### config.mk
export PLATFORM = sky130hd
export DESIGN_NAME = peripheral_spi_fifo_flat
export DESIGN_NICKNAME = d
export VERILOG_FILES = /design/src/rtl/peripheral_spi_fifo_if.sv /design/src/rtl/peripheral_spi_fifo.sv /design/src/flat_wrapper.sv
export SDC_FILE = /design/constraint.sdc
export NUM_CORES = 1
export LEC_CHECK = 0
export CAP_MARGIN = 5
export CORE_MARGIN = 1
export CORE_UTILIZATION = 64
export DETAILED_ROUTE_END_ITERATION = 16
export GPL_ROUTABILITY_DRIVEN = 0
export GPL_TIMING_DRIVEN = 0
export PLACE_DENSITY_LB_ADDON = 0.05
export SLEW_MARGIN = 30
export SYNTH_ARGS = -nofsm -noshare
export SYNTH_HDL_FRONTEND = slang
export SYNTH_SLANG_ARGS = --single-unit
export TNS_END_PERCENT = 5
### constraint.sdc
create_clock -name clk -period 3.7 [get_ports clk]
set_input_delay 0.74 -clock clk [delete_from_list [all_inputs] [get_ports clk]]
set_output_delay 0.74 -clock clk [all_outputs]
set_load 0.02 [all_outputs]
### src/rtl/peripheral_spi_fifo_if.sv
// J1 I/O bus slice seen by peripheral_spi_fifo: select, strobes, 4-bit address, 16-bit data.
interface peripheral_spi_fifo_if;
  logic [15:0] d_in;
  logic        cs;
  logic [3:0]  addr;
  logic        rd;
  logic        wr;
  logic [15:0] d_out;

  modport master (output d_in, cs, addr, rd, wr, input d_out);
  modport slave  (input d_in, cs, addr, rd, wr, output d_out);
endinterface

### src/rtl/peripheral_spi_fifo.sv
// FIFO-buffered SPI master for the J1 I/O bus: TX/RX FIFOs, runtime divider, CPOL/CPHA, auto/forced ss.
// Optional feature macro SPI_IRQ_EN adds the irq port and the IEN register at 0xA.
module peripheral_spi_fifo #(
  parameter int DW         = 8,
  parameter int FIFO_DEPTH = 4,
  parameter int DIV_W      = 8,
  parameter int DIV_RST    = 49
) (
  input  logic                 clk,
  input  logic                 reset,
  peripheral_spi_fifo_if.slave bus,
  output logic                 sclk,
  output logic                 mosi,
  input  logic                 miso,
  output logic                 ss
`ifdef SPI_IRQ_EN
  ,
  output logic                 irq
`endif
);
  localparam int AW = $clog2(FIFO_DEPTH);
  localparam int EW = $clog2(2 * DW);
  localparam logic [1:0] ST_IDLE  = 2'd0;
  localparam logic [1:0] ST_LEAD  = 2'd1;
  localparam logic [1:0] ST_SHIFT = 2'd2;
  localparam logic [1:0] ST_TRAIL = 2'd3;
  localparam logic [AW:0]      PTR_ONE   = (AW + 1)'(1);
  localparam logic [DIV_W-1:0] DIV_ONE   = DIV_W'(1);
  localparam logic [DIV_W-1:0] DIV_ZERO  = DIV_W'(0);
  localparam logic [EW-1:0]    EDGE_ONE  = EW'(1);
  localparam logic [EW-1:0]    EDGE_LAST = EW'(2 * DW - 1);

  logic [DW-1:0]    tx_mem_r [FIFO_DEPTH];
  logic [DW-1:0]    rx_mem_r [FIFO_DEPTH];
  logic [AW:0]      tx_wp_r, tx_rp_r, rx_wp_r, rx_rp_r;
  logic [1:0]       state_r;
  logic [3:0]       ctrl_r;
  logic [DIV_W-1:0] div_r, div_l_r, hp_r;
  logic             cpol_l_r, cpha_l_r;
  logic [EW-1:0]    edge_r;
  logic [DW-1:0]    tx_sh_r, rx_sh_r;
  logic             txovf_r, rxovf_r;
  logic [15:0]      d_out_r;
  logic             sclk_r, mosi_r, ss_r;
  logic [15:0]      rdata_s;
  logic [DW-1:0]    tx_head_s;
  logic             unused_s;

  logic wr_s, rd_s, tx_full_s, tx_empty_s, rx_full_s, rx_empty_s, busy_s;
  logic tx_push_s, tx_ovf_set_s, rx_pop_s, start_s, rx_req_s, rx_push_s, rx_ovf_set_s;
  logic stat_wr_s;

  assign wr_s       = bus.cs && bus.wr;
  assign rd_s       = bus.cs && bus.rd;
  assign tx_empty_s = (tx_wp_r == tx_rp_r);
  assign tx_full_s  = (tx_wp_r[AW] != tx_rp_r[AW]) && (tx_wp_r[AW-1:0] == tx_rp_r[AW-1:0]);
  assign rx_empty_s = (rx_wp_r == rx_rp_r);
  assign rx_full_s  = (rx_wp_r[AW] != rx_rp_r[AW]) && (rx_wp_r[AW-1:0] == rx_rp_r[AW-1:0]);
  assign busy_s     = (state_r != ST_IDLE) || !tx_empty_s;
  assign tx_head_s  = tx_mem_r[tx_rp_r[AW-1:0]];
  assign unused_s   = ^bus.d_in;

  assign tx_push_s    = wr_s && (bus.addr == 4'h0) && !tx_full_s;
  assign tx_ovf_set_s = wr_s && (bus.addr == 4'h0) && tx_full_s;
  assign stat_wr_s    = wr_s && (bus.addr == 4'h4);
  assign rx_pop_s     = rd_s && (bus.addr == 4'h6) && !rx_empty_s;
  // A new word starts from IDLE, or straight out of TRAIL to keep ss low between words
  assign start_s      = !tx_empty_s && ((state_r == ST_IDLE) ||
                                        ((state_r == ST_TRAIL) && (hp_r == DIV_ZERO)));
  assign rx_req_s     = (state_r == ST_SHIFT) && (hp_r == DIV_ZERO) && (edge_r == EDGE_LAST);
  assign rx_push_s    = rx_req_s && (!rx_full_s || rx_pop_s);
  assign rx_ovf_set_s = rx_req_s && rx_full_s && !rx_pop_s;

`ifdef SPI_IRQ_EN
  logic [2:0] ien_r;
  logic       irq_r;
  assign irq = irq_r;
`endif

  assign sclk      = sclk_r;
  assign mosi      = mosi_r;
  assign ss        = ss_r;
  assign bus.d_out = d_out_r;

  // Read-data mux for the register map
  always_comb begin
    rdata_s = 16'h0000;
    case (bus.addr)
      4'h2:    rdata_s = 16'(ctrl_r);
      4'h4:    rdata_s = {9'd0, rxovf_r, txovf_r, rx_empty_s, rx_full_s, tx_empty_s, tx_full_s, busy_s};
      4'h6:    rdata_s = rx_empty_s ? 16'h0000 : 16'(rx_mem_r[rx_rp_r[AW-1:0]]);
      4'h8:    rdata_s = 16'(div_r);
`ifdef SPI_IRQ_EN
      4'hA:    rdata_s = {13'd0, ien_r};
`endif
      default: rdata_s = 16'h0000;
    endcase
  end

  // Bus-visible registers, sticky flags and registered read data
  always_ff @(posedge clk or negedge reset) begin
    if (!reset) begin
      ctrl_r  <= 4'h0;
      div_r   <= DIV_W'(DIV_RST);
      txovf_r <= 1'b0;
      rxovf_r <= 1'b0;
      d_out_r <= 16'h0000;
    end else begin
      if (wr_s && (bus.addr == 4'h2)) ctrl_r <= bus.d_in[3:0];
      if (wr_s && (bus.addr == 4'h8)) div_r <= bus.d_in[DIV_W-1:0];
      if (tx_ovf_set_s) txovf_r <= 1'b1;
      else if (stat_wr_s && bus.d_in[5]) txovf_r <= 1'b0;
      else txovf_r <= txovf_r;
      if (rx_ovf_set_s) rxovf_r <= 1'b1;
      else if (stat_wr_s && bus.d_in[6]) rxovf_r <= 1'b0;
      else rxovf_r <= rxovf_r;
      if (rd_s) d_out_r <= rdata_s;
      else d_out_r <= d_out_r;
    end
  end

`ifdef SPI_IRQ_EN
  // Interrupt enable register and registered level interrupt
  always_ff @(posedge clk or negedge reset) begin
    if (!reset) begin
      ien_r <= 3'b000;
      irq_r <= 1'b0;
    end else begin
      if (wr_s && (bus.addr == 4'hA)) ien_r <= bus.d_in[2:0];
      irq_r <= |(ien_r & {txovf_r | rxovf_r, tx_empty_s, !rx_empty_s});
    end
  end
`endif

  // FIFO pointers
  always_ff @(posedge clk or negedge reset) begin
    if (!reset) begin
      tx_wp_r <= '0;
      tx_rp_r <= '0;
      rx_wp_r <= '0;
      rx_rp_r <= '0;
    end else begin
      if (tx_push_s) tx_wp_r <= tx_wp_r + PTR_ONE;
      if (start_s)   tx_rp_r <= tx_rp_r + PTR_ONE;
      if (rx_push_s) rx_wp_r <= rx_wp_r + PTR_ONE;
      if (rx_pop_s)  rx_rp_r <= rx_rp_r + PTR_ONE;
    end
  end

  // FIFO storage
  always_ff @(posedge clk) begin
    if (tx_push_s) tx_mem_r[tx_wp_r[AW-1:0]] <= bus.d_in[DW-1:0];
    if (rx_push_s) rx_mem_r[rx_wp_r[AW-1:0]] <= rx_sh_r;
  end

  // Transfer engine: word framing, sclk generation, shift and sample
  always_ff @(posedge clk or negedge reset) begin
    if (!reset) begin
      state_r  <= ST_IDLE;
      sclk_r   <= 1'b0;
      mosi_r   <= 1'b0;
      ss_r     <= 1'b1;
      cpol_l_r <= 1'b0;
      cpha_l_r <= 1'b0;
      div_l_r  <= DIV_ZERO;
      hp_r     <= DIV_ZERO;
      edge_r   <= '0;
      tx_sh_r  <= '0;
      rx_sh_r  <= '0;
    end else if (start_s) begin
      state_r  <= ST_LEAD;
      cpha_l_r <= ctrl_r[0];
      cpol_l_r <= ctrl_r[1];
      sclk_r   <= ctrl_r[1];
      div_l_r  <= div_r;
      hp_r     <= div_r;
      ss_r     <= 1'b0;
      if (!ctrl_r[0]) begin
        mosi_r  <= tx_head_s[DW-1];
        tx_sh_r <= {tx_head_s[DW-2:0], 1'b0};
      end else begin
        tx_sh_r <= tx_head_s;
      end
    end else begin
      case (state_r)
        ST_IDLE: begin
          sclk_r <= ctrl_r[1];
          ss_r   <= ~(ctrl_r[2] | ctrl_r[3]);
        end
        ST_LEAD: begin
          if (hp_r == DIV_ZERO) begin
            state_r <= ST_SHIFT;
            hp_r    <= div_l_r;
            edge_r  <= '0;
            sclk_r  <= ~cpol_l_r;
            if (cpha_l_r) begin
              mosi_r  <= tx_sh_r[DW-1];
              tx_sh_r <= {tx_sh_r[DW-2:0], 1'b0};
            end else begin
              rx_sh_r <= {rx_sh_r[DW-2:0], miso};
            end
          end else begin
            hp_r <= hp_r - DIV_ONE;
          end
        end
        ST_SHIFT: begin
          if (hp_r != DIV_ZERO) begin
            hp_r <= hp_r - DIV_ONE;
          end else if (edge_r == EDGE_LAST) begin
            state_r <= ST_TRAIL;
            hp_r    <= div_l_r;
          end else begin
            edge_r <= edge_r + EDGE_ONE;
            hp_r   <= div_l_r;
            sclk_r <= ~sclk_r;
            // Upcoming edge drives mosi when its phase matches CPHA, otherwise it samples miso
            if (edge_r[0] == cpha_l_r) begin
              mosi_r  <= tx_sh_r[DW-1];
              tx_sh_r <= {tx_sh_r[DW-2:0], 1'b0};
            end else begin
              rx_sh_r <= {rx_sh_r[DW-2:0], miso};
            end
          end
        end
        ST_TRAIL: begin
          if (hp_r == DIV_ZERO) begin
            state_r <= ST_IDLE;
            ss_r    <= ~(ctrl_r[2] | ctrl_r[3]);
          end else begin
            hp_r <= hp_r - DIV_ONE;
          end
        end
        default: state_r <= ST_IDLE;
      endcase
    end
  end
endmodule

### src/flat_wrapper.sv
// flat-port wrapper written by rule: the top's interface ports become plain ports
module peripheral_spi_fifo_flat 
#(
  parameter int DW         = 8,
  parameter int FIFO_DEPTH = 4,
  parameter int DIV_W      = 8,
  parameter int DIV_RST    = 49
)
  (clk, reset, sclk, mosi, miso, ss, bus_d_in, bus_cs, bus_addr, bus_rd, bus_wr, bus_d_out);
  peripheral_spi_fifo_if bus_i ();
  input  logic clk;
  input  logic reset;
  output logic sclk;
  output logic mosi;
  input  logic miso;
  output logic ss;
  input wire logic [$bits(bus_i.d_in)-1:0] bus_d_in;
  input wire logic [$bits(bus_i.cs)-1:0] bus_cs;
  input wire logic [$bits(bus_i.addr)-1:0] bus_addr;
  input wire logic [$bits(bus_i.rd)-1:0] bus_rd;
  input wire logic [$bits(bus_i.wr)-1:0] bus_wr;
  output wire logic [$bits(bus_i.d_out)-1:0] bus_d_out;
  assign bus_i.d_in = bus_d_in;
  assign bus_i.cs = bus_cs;
  assign bus_i.addr = bus_addr;
  assign bus_i.rd = bus_rd;
  assign bus_i.wr = bus_wr;
  assign bus_d_out = bus_i.d_out;
  peripheral_spi_fifo #(.DW(DW), .FIFO_DEPTH(FIFO_DEPTH), .DIV_W(DIV_W), .DIV_RST(DIV_RST)) u_core (.clk(clk), .reset(reset), .bus(bus_i), .sclk(sclk), .mosi(mosi), .miso(miso), .ss(ss));
endmodule
==> metrics <==
outcome complete, no violations; post-CTS setup buffers 0; Leak Pwr between 3 and 4 nW; synthesized area approximately 6700 sq um; Crit Path Class reg -> reg; fin worst setup slack 0.7791 ns; clock sinks between 100 and 150; Area Growth Syn to Fin 15.86%; pin count of the biggest net entering global routing 40; Die X 104.1 microns; share of the yosys chip area belonging to registers 57.81%; Max Cap Viol 0; Storage cell area ~3900 sq um; post-synthesis instance total 514; Top Ports 45; critical path's slowest cell nor3_4; number of fill cells ~600; flop and latch count out of synthesis ~140; Final Hold Viols 0; IO buf count 28; Finished Cell Area between 7000 and 8000 sq um; DRC violations left 0; slowest stage delay, CP about 0.55 ns; Num CTS Buffers 17; setup violators final 0; critical path data arrival time 3.34 ns; Buf/Inv on CP 1; most frequent cells in the layout dfrtp_1, edfxtp_1, nand2_1, mux2_2, clkdlybuf4s50_1; vias in the first global route 4444; router iterations before antenna repair 5; Slew Viols, Final 0; initial antenna violation count 0; Simple-Gate Fraction of Synth Area 10.81%; min Tclk post-route between 2 and 3 ns; DRT iter0 DRCs about 300; synth unique cells 64; main combinational cell family by area after synthesis multiplexers; GRT Overall Usage approximately 28%; Final Util approximately 78%; top layer in use met4; Final HPWL DP 9935 microns; CTS tree yes; Clock Latency Late Sink ~0.54 ns; placed inst area 7163 sq um; adder-cell share of the synthesized area around 3.4%; hold_buf cts 0; H-tree levels 4; RSZ-0062 raised after global routing false; Achievable Freq around 340 MHz; PostCTS Resize Cnt 0; most common cell after layout, fill and taps aside dfrtp_1; # diodes 0; Post-Route WL between 10000 and 15000 microns; CP Max Fanout 8; WL per Instance 19.62 microns; CTS Buffer Depth 2; met3 routed WL about 600 microns; fin crit share roughly four fifths; Initial Utilization between 60% and 70%; crit-path cells inv_1, ha_1, or3b_2, o21ai_1, nand3_2, nor3_4, mux2_2; Top delay family on crit path simple AND/OR/NAND/NOR gates; Met2 Wirelength approximately 7000 microns; Crit path required time roughly 4.1 ns; critical path endpoint category flop; Fin Clk Skew 0.01007 ns; Worst Tran Pin Value between 0.8 and 0.9 ns; die height roughly 100 microns; Slew HR approximately two fifths; grt total ovfl 0; Std-Cell Rows 36; Power per Cell Area a little under 800 nW/um^2; Yosys Warn Count 0; core footprint 9955 sq um; Post-synth ARST share 54.61%; Hold Crit Class in -> async; EDFF count, synth 64; post-DR vias/cell approximately 6.1; nets approximately 600; ys flop type dfrtp_1; area occupied by multi-input gates ~2600 sq um; Compound-Gate Fraction of Synth Area ~9.6%; die area around 11000 sq um; Clk pin slew, worst setup/hold paths roughly 0.060 ns; mux contribution to synthesized area 12.22%; Synth Area in XOR/XNOR about 2.5%; reg-to-reg slack, setup 0.78 ns; layout cells sized above 1 19.76%; Metal-1 WL 6113 microns; worst vdd ir about 0.60 mV; Worst setup SP type flop; Post-DRT Antenna Nets 0; Place WS ~0.45 ns; Post-Syn Area per Cell 12.97 sq um; CTS root buf clkbuf_8; vias post-DR 4328; first-pass GRT wire length ~23000 microns
[registers in the layout, summed over array words and instances, names as in the netlist, 8 cells and up]
name,flops
u_core.bus.d_out,8
u_core.div_l_r,8
u_core.div_r,8
u_core.hp_r,8
u_core.rx_mem_r,32
u_core.rx_sh_r,8
u_core.tx_mem_r,32
u_core.tx_sh_r,8
[per-stage QoR]
step	power (mW)	TNS, ns	hold WS (ns)	cells
after floorplan	3.908	0	0.4374	521
after global placement	4.417	-60.63	0.4589	682
after detailed placement	4.512	0	0.4680	683
after CTS	6.141	0	0.1814	715
after global routing	6.473	0	0.2070	715
final	6.141	0	0.1791	715
[final timing paths]
| kind | end | startpoint | cells past startpoint |
|---|---|---|---|
| max reg2reg | u_core.rx_sh_r[2] | u_core.hp_r[0] | 7 |
| min | u_core.tx_sh_r[0] | reset | 1 |
| max in group asynchronous | u_core.div_r[0] | reset | 2 |
| min reg2reg | u_core.div_l_r[3] | u_core.div_l_r[3] | 2 |
| max | u_core.rx_sh_r[2] | u_core.hp_r[0] | 7 |
| min in group clk | u_core.div_l_r[3] | u_core.div_l_r[3] | 2 |
[metal layers]
metal | GRT usage, % | vias to the layer above
met1 | 36.22 | 2174
met4 | 10.51 | 0
met2 | 46.62 | 127
met3 | 6.955 | 25
li1 | - | 2002
met5 | 0 | -
[power breakdown]
part | total [mW] | switching (mW) | internal [mW] | leakage, nW
sequential | 2.29 | 0.290 | 2.00 | 1.55
clock | 1.62 | 0.659 | 0.958 | 0.265
combinational | 2.24 | 1.26 | 0.980 | 1.29
total | 6.14 | 2.21 | 3.93 | 3.11
[cells in the mapped netlist, drive strengths merged, types with 10 or more instances]
cell    instances  area [sq um]
nor2           17         66.32
edfxtp         64          1922
ha             18         225.2
o21ai          22         110.1
mux4           16         360.4
a21oi          15         75.07
buf            20         126.4
clkbuf         10         37.54
xnor2          12         105.1
nand2          60         225.2
and2           11         68.82
dfrtp          73          1827
inv            20         75.07
mux2           35         394.1
[logic make-up after synthesis]
| logic type | after synthesis |
|---|---|
| flops | 141 |
| buf+inv | 50 |
| xor+xnor | 19 |
| compound gates | 91 |
| fa+ha+maj | 18 |
| mux | 57 |
| other cells | 1 |
| simple gates | 137 |
[cell type report]
cell class	instances	area share [%]
well taps	133	2.155
clock inverters	14	1.847
flip-flops and latches	141	49.89
inverters	20	0.9720
repair buffers	29	3.856
plain buffers	30	2.122
multi-input cells	330	33.74
clock buffers	18	5.411
Power figures use the tool's default switching activity.
